File: src/rtl/rx232_pkg.sv
// Shared types and constants for the rx232 8N1 serial receiver.
package rx232_pkg;

  localparam int DATA_BITS = 8;
  localparam int DEF_OVS   = 16;

  typedef enum logic [2:0] {
    IDLE    = 3'd0,
    START   = 3'd1,
    DATA    = 3'd2,
    STOP    = 3'd3,
    WAIT_HI = 3'd4
  } rx_state_t;

  function automatic logic maj3(input logic a, input logic b, input logic c);
    return (a & b) | (a & c) | (b & c);
  endfunction

endpackage

File: src/rtl/rx232_sync.sv
// Input conditioning for rx232: rxsd synchronizer and rxck rising-edge detector.
module rx232_sync #(
  parameter int SYNC_STAGES = 2
) (
  input  logic clk,
  input  logic rst,
  input  logic rxck,
  input  logic rxsd,
  output logic sd,
  output logic tick
);

  logic [SYNC_STAGES-1:0] sd_q;
  logic [1:0]             ck_q;

  // The serial line resets to its idle level so no false start is seen.
  always_ff @(posedge clk or posedge rst) begin
    if (rst) begin
      sd_q <= '1;
      ck_q <= '0;
    end else begin
      sd_q <= {sd_q[SYNC_STAGES-2:0], rxsd};
      ck_q <= {ck_q[0], rxck};
    end
  end

  assign sd   = sd_q[SYNC_STAGES-1];
  assign tick = ck_q[0] & ~ck_q[1];

endmodule

File: src/rtl/rx232.sv
// 8N1 serial receiver with 16x-style oversampling, ready/ack host handshake,
// framing-error pulse and sticky overrun. Define RX232_MAJORITY_EN for 2-of-3 voting.
module rx232
  import rx232_pkg::*;
#(
  parameter int OVS         = DEF_OVS,
  parameter int SYNC_STAGES = 2
) (
  input  logic                 clk,
  input  logic                 rst,
  input  logic                 rxck,
  input  logic                 rxsd,
  input  logic                 rxack,
  output logic [DATA_BITS-1:0] rxpd,
  output logic                 rxrdy,
  output logic                 rxferr,
  output logic                 rxovr,
  output logic                 rxbusy,
  output logic [2:0]           rxstate
);

  localparam int SW  = $clog2(OVS);
  localparam int MID = OVS / 2;
`ifdef RX232_MAJORITY_EN
  localparam int DEC = MID + 1;
`else
  localparam int DEC = MID;
`endif

  logic                 sd;
  logic                 tick;
  logic                 bitv;
  logic                 dec;
  rx_state_t            state;
  logic [SW-1:0]        scnt;
  logic [2:0]           bcnt;
  logic [DATA_BITS-1:0] sr;

  rx232_sync #(.SYNC_STAGES(SYNC_STAGES)) u_sync (
    .clk  (clk),
    .rst  (rst),
    .rxck (rxck),
    .rxsd (rxsd),
    .sd   (sd),
    .tick (tick)
  );

`ifdef RX232_MAJORITY_EN
  logic samp_a;
  logic samp_b;

  // Early samples are held so the vote can complete on the decision tick.
  always_ff @(posedge clk or posedge rst) begin
    if (rst) begin
      samp_a <= 1'b1;
      samp_b <= 1'b1;
    end else if (tick) begin
      if (scnt == SW'(MID - 1)) samp_a <= sd;
      if (scnt == SW'(MID))     samp_b <= sd;
    end
  end

  assign bitv = maj3(samp_a, samp_b, sd);
`else
  assign bitv = sd;
`endif

  assign dec     = (scnt == SW'(DEC));
  assign rxbusy  = (state != IDLE);
  assign rxstate = state;

  always_ff @(posedge clk or posedge rst) begin
    if (rst) begin
      state  <= IDLE;
      scnt   <= '0;
      bcnt   <= '0;
      sr     <= '0;
      rxpd   <= '0;
      rxrdy  <= 1'b0;
      rxferr <= 1'b0;
      rxovr  <= 1'b0;
    end else begin
      rxferr <= 1'b0;
      if (rxack) begin
        rxrdy <= 1'b0;
        rxovr <= 1'b0;
      end
      if (tick) begin
        if (state != IDLE)
          scnt <= (scnt == SW'(OVS - 1)) ? '0 : scnt + 1'b1;
        case (state)
          IDLE: begin
            if (!sd) begin
              state <= START;
              scnt  <= '0;
            end
          end
          START: begin
            if (dec) begin
              if (bitv) begin
                state <= IDLE;
              end else begin
                state <= DATA;
                bcnt  <= '0;
              end
            end
          end
          DATA: begin
            if (dec) begin
              sr <= {bitv, sr[DATA_BITS-1:1]};
              if (bcnt == 3'd7) state <= STOP;
              else              bcnt  <= bcnt + 3'd1;
            end
          end
          STOP: begin
            if (dec) begin
              if (bitv) begin
                // A new byte beats a same-cycle ack, so rxrdy stays set.
                rxpd  <= sr;
                rxrdy <= 1'b1;
                if (rxrdy && !rxack) rxovr <= 1'b1;
                state <= IDLE;
              end else begin
                rxferr <= 1'b1;
                state  <= WAIT_HI;
              end
            end
          end
          WAIT_HI: begin
            if (sd) state <= IDLE;
          end
          default: state <= IDLE;
        endcase
      end
    end
  end

endmodule

File: config.mk
export PLATFORM = sky130hd
export DESIGN_NAME = rx232
export DESIGN_NICKNAME = d
export VERILOG_FILES = /design/src/rtl/rx232_pkg.sv /design/src/rtl/rx232_sync.sv /design/src/rtl/rx232.sv
export SDC_FILE = /design/constraint.sdc
export NUM_CORES = 1
export LEC_CHECK = 0
export BUFFER_PORTS_ARGS = -buffer_cell sky130_fd_sc_hd__buf_2
export CAP_MARGIN = 10
export CORE_UTILIZATION = 30
export DETAILED_ROUTE_END_ITERATION = 12
export PLACE_DENSITY_LB_ADDON = 0.12
export SYNTH_ARGS = -nofsm -noshare
export SYNTH_HDL_FRONTEND = slang
export SYNTH_HIERARCHICAL = 1
export SYNTH_SLANG_ARGS = --single-unit
File: constraint.sdc
create_clock -name clk -period 2.05 [get_ports clk]
set_input_delay 0.41 -clock clk [delete_from_list [all_inputs] [get_ports clk]]
set_output_delay 0.41 -clock clk [all_outputs]
set_load 0.01 [all_outputs]
# Word-level counts from Yosys, hierarchy flattened
# Cells that the tools add are included.
word_totals:
  reg_bits: 33
  latchBits: 0
  ram_bits: 0
  mem_bits_ro: 0
  inputBits: 5
  out_inout_bits: 15
  elab_cells: 71
  n_memories: 0
classes:
  add_sub_neg: 2
  multipliers: 0
  div_mod_pow: 0
  order_cmp: 0
  eq_ne: 15
  n_shift: 0
  n_mux: 33
  bitwise_logic: 2
  n_reduce_logical: 9
op_table:
  columns: ["operator", "n"]
  rows:
  - ["3-bit two-way mux", 11]
  - ["4-bit two-way mux", 4]
  - ["1-bit two-way mux", 15]
  - ["3-bit case mux with 5 select lines", 1]
  - ["2-bit inequality test, second input constant", 7]
  - ["4-bit == test, second input constant", 2]
  - ["7-bit AND reduction", 1]
  - ["3-bit by 2-bit == test with 1-bit output, second input constant", 2]
  - ["3-bit == test, second input constant", 2]
  - ["3-bit case mux with 2 select lines", 1]
  - ["6-bit AND reduction", 1]
  - ["4-bit by 1-bit adder with 4-bit output, second input constant", 1]
  - ["4-bit AND reduction", 1]
  - ["3-bit by 1-bit adder with 3-bit output, second input constant", 1]
  - ["3-bit by 1-bit == test with 1-bit output, second input constant", 1]
  - ["3-bit zero test", 1]
  - ["3-bit AND reduction", 1]
  - ["3-bit nonzero test", 1]
  - ["2-bit two-way mux", 1]
  - ["2-bit by 1-bit inequality test with 1-bit output, second input constant", 1]
  - ["2-bit nonzero test", 1]
  - ["1-bit AND", 1]
  - ["1-bit logical AND", 1]
  - ["1-bit zero test", 1]
  - ["1-bit NOT", 1]

# Longest topological paths before layout
logic_depth:
  word_depth: 7
  mapped_depth: 6
  ltp_nobuf: 6

# Cells and area by module
# The synthesis kept the hierarchy.
modules_own_cells:
  columns: ["module", "n_inst", "cells_per_inst", "area_per_inst_um2", "seq_area_each_um2"]
  rows:
  - ["rx232", 1, 107, 1378.8, 725.7]
  - ["rx232_sync", 1, 6, 120.1, 102.6]

# Least setup slack after synthesis
# No wires, ideal clock.
synth_timing:
  path_kind: "register -> register"
  startpoint: "register bcnt[0]"
  endpoint: "register state[0], in the netlist rxstate[0]"
  setup_time_ns: 0.125
  arrival_ns: 1.768
  t_required_ns: 1.925
  setup_slack_ns: 0.157
  path_stages_with_launch: 7
  n_path_buf: 0
  synth_period_minus_slack_ns: 1.893
  path_cell_list: "dfrtp_1 -> ha_1 -> ha_1 -> or3b_2 -> a21oi_1 -> nor3_4 -> mux2_4"
synth_between:
  elab_chain_len: 3
synth_rtl:
  columns: ["item", "line_no", "rtl"]
  rows:
  - ["from (decl)", "rx232.sv:36", "logic [2:0] bcnt;"]
  - ["from (signal assigned)", "rx232.sv:112", "else bcnt <= bcnt + 3'd1;"]
  - ["3-bit == test", "rx232.sv:111", "if (bcnt == 3'd7) state <= STOP;"]
  - ["2-bit inequality test (no line)", null, null]
  - ["7-bit AND reduction (no line)", null, null]
  - ["to (signal assigned)", "rx232.sv:111", null]
  - ["to (signal assigned)", "rx232.sv:122", "state <= IDLE;"]
  - ["to (signal assigned)", "rx232.sv:125", "state <= WAIT_HI;"]
  - ["to (decl)", "rx232.sv:34", "rx_state_t state;"]
# No other way between the ends.
# A chain may end at the register's enable or synchronous reset.

# Worst setup path after layout
layout_timing:
  startpoint: "register bcnt[0]"
  endpoint: "register state[1], in the netlist rxstate[1]"
# The elaborated chain is that of the path after synthesis.

==> qor.yml <==
end_kind: "register"
placed_cells: 200
layout_setup_ws_ps: 126
die_y_um: 72.7
crit_arrival_ps: 2090
holdBufCountCts: 0
post_cts_resized: 0
ios: 20
viasPerCell: 4.48
overflow: 0
intPower_mw: 1.20
multi_input_area_um2: 614
numCtsBuffers: 5
drtPass1Iterations: 4
drt_first_iter_violations: 22
cp_common_cell: "ha_1"
clkTransAtPathRegs_ps: 70
critPathTopFamily: "simple AND/OR/NAND/NOR gates"
async_flop_share_pct: 100
mostFrequentLayoutCell: "dfrtp_1"
rsz0062_at_grt: "no"
layout_common_cells: "dfrtp_1, mux2_2, buf_2"
fp.dieArea_mm2: 0.00528
finalPower_mw: 1.78
rows: 25
cap_violations: 0
finalNetCount: 149
routed_wl_mm: 2.56
path_buf_inv: 0
worstPathRequired_ps: 2210
io_buffer_count: 19
crit_fanout: 3
drive_gt1_share_pct: 44.0
postSynthAreaPerCell_um2: 13.3
p_sw_share_pct: 32.7
hp-class: "in2async"
wl_per_cell_um: 12.3
relSlewSlack_pct: 74.7
die_w_um: 72.7
slowest_stage: "or3b_2"
power.share.clock_pct: 25.7
pwr_density_cell_mw_per_mm2: 1010
antenna_found_initial: 0
synthFlopType: "dfrtp_1"
comb_power_share_pct: 26.6
outcome: "complete, no violations"
antenna_cells: 0
syn_area_mm2: 0.00150
layout_worst_path_cycle_share_pct: 93.9
clock.fmax_mhz: 520
pre_cts_ws_ps: 69.1
post-dp-hpwl_mm: 1.83
seqCellArea_um2: 828
skew_ps: 5.03
clockBufferDepth: 2
fill_cells: 504
clkLatencyLatePin_ps: 280
synth_cells: 113
cts_tree: "yes"
synth_fp_nets: 122
worstMarginPinSlew_ps: 379
initial_core_util_pct: 31.5
grt_pass1_vias: 921
cts_root_buf: "clkbuf_8"
yosysWarnings: 6
htreeDepth: 2
finalSetupViolCount: 0
ant_nets: 0
final_core_util_pct: 37.1
vdd_drop_max_v: 0.000316
start_kind: "register"
post-cts-setup-buffers: 0
grt_use_total_pct: 11.0
critical_path_class: "reg2reg"
leakage_nw: 0.883
postPlaceCellArea_mm2: 0.00168
grt_max_degree: 30
area_growth_pct: 17.5
final_cells: 208
worstPathCellList: "ha_1 -> ha_1 -> or3b_2 -> a21oi_2 -> nor3_4 -> mux2_4"
core_area_mm2: 0.00475
finalSetupTns_ps: 0
gp_congestion: 0.811
synth_edf_count: 0
max_stage_delay_ps: 450
hold_violations: 0
route.detailed.drc: 0
slew_violations: 0
postLayoutCellArea_mm2: 0.00176
synth.distinct_cells: 35
ys_ff_latch: 33
clock-sinks: 33
vias: 932
ys_seq_area_share_pct: 55.3
hold_slack_ps: 9.38
fin_crit_ps: 1920
p_switching_uw: 583
power_frac_seq_pct: 47.6
grt_pass1_wl_mm: 4.33
-- area by class of cell --
cell class / instances / area share (%)
flip-flops and latches: 33 / 47.0
multi-input cells: 69 / 34.9
repair buffers: 23 / 7.10
well taps: 67 / 4.76
clock buffers: 8 / 4.55
inverters: 8 / 1.70
-- power groups by stage --
stage          sequential, mW  clock, mW  combinational [mW]
2_1_floorplan           0.813          0               0.450
3_3_place_gp            0.861          0               0.473
3_5_place_dp            0.859          0               0.479
4_1_cts                 0.850      0.483               0.480
5_1_grt                 0.870      0.504               0.537
6_report                0.850      0.459               0.475
-- registers in the layout (all words and copies together) (netlist names), 2 cells and up --
| name | flops |
|---|---|
| bcnt | 3 |
| u_sync/sd_q | 2 |
| rxstate | 3 |
| scnt | 4 |
| u_sync/ck_q | 2 |
| rxpd | 8 |
| sr | 8 |
-- layer usage --
metal | track usage [%] | up-vias | share of wire, %
li1 | - | 453 | -
met1 | 13.6 | 455 | 48
met2 | 17.3 | 22 | 47
met3 | 4.42 | 2 | 5.1
met4 | 3.92 | 0 | 0.31
met5 | 0 | - | 0
-- synth_stat cells, types with 2 or more instances --
library cell  number  area, um^2
or3b_1             2        17.5
ha_1               4        50.1
nand3_1            3        15.0
a32o_1             2        20.0
inv_1              8        30.0
nand4b_1           2        17.5
o21ai_0            2        10.0
nor2_2             2        12.5
and3_1             2        12.5
nor2_1             5        18.8
a21oi_1            3        15.0
mux2_4             3        45.0
nand2_1            3        11.3
dfrtp_1           31         776
dfstp_2            2        52.6
mux2_2            19         214
buf_6              2        22.5
-- kinds of logic after synthesis --
| logic type | Yosys count | share of synthesized area [%] |
|---|---|---|
| buf+inv | 11 | 4.01 |
| flops | 33 | 55.3 |
| xor+xnor | 1 | 0.584 |
| fa+ha+maj | 4 | 3.34 |
| simple gates | 29 | 12.9 |
| compound gates | 13 | 6.68 |
| mux | 22 | 17.3 |
-- path summary, 6_finish.rpt --
| path | start | end | slack [ps] | cells after the start |
|---|---|---|---|---|
| setup / recovery | bcnt[0] | rxstate[1] | 130 | 6 |
| hold / removal | rst | u_sync/ck_q[1] | 9 | 2 |
| setup reg to reg | bcnt[0] | rxstate[1] | 130 | 6 |
| hold reg to reg | u_sync/sd_q[0] | u_sync/sd_q[1] | 360 | 0 |
| max in group asynchronous | rst | sr[4] | 1550 | 3 |
| min in group clk | rxsd | u_sync/sd_q[0] | 230 | 1 |
(Power assumes the default switching activity.)
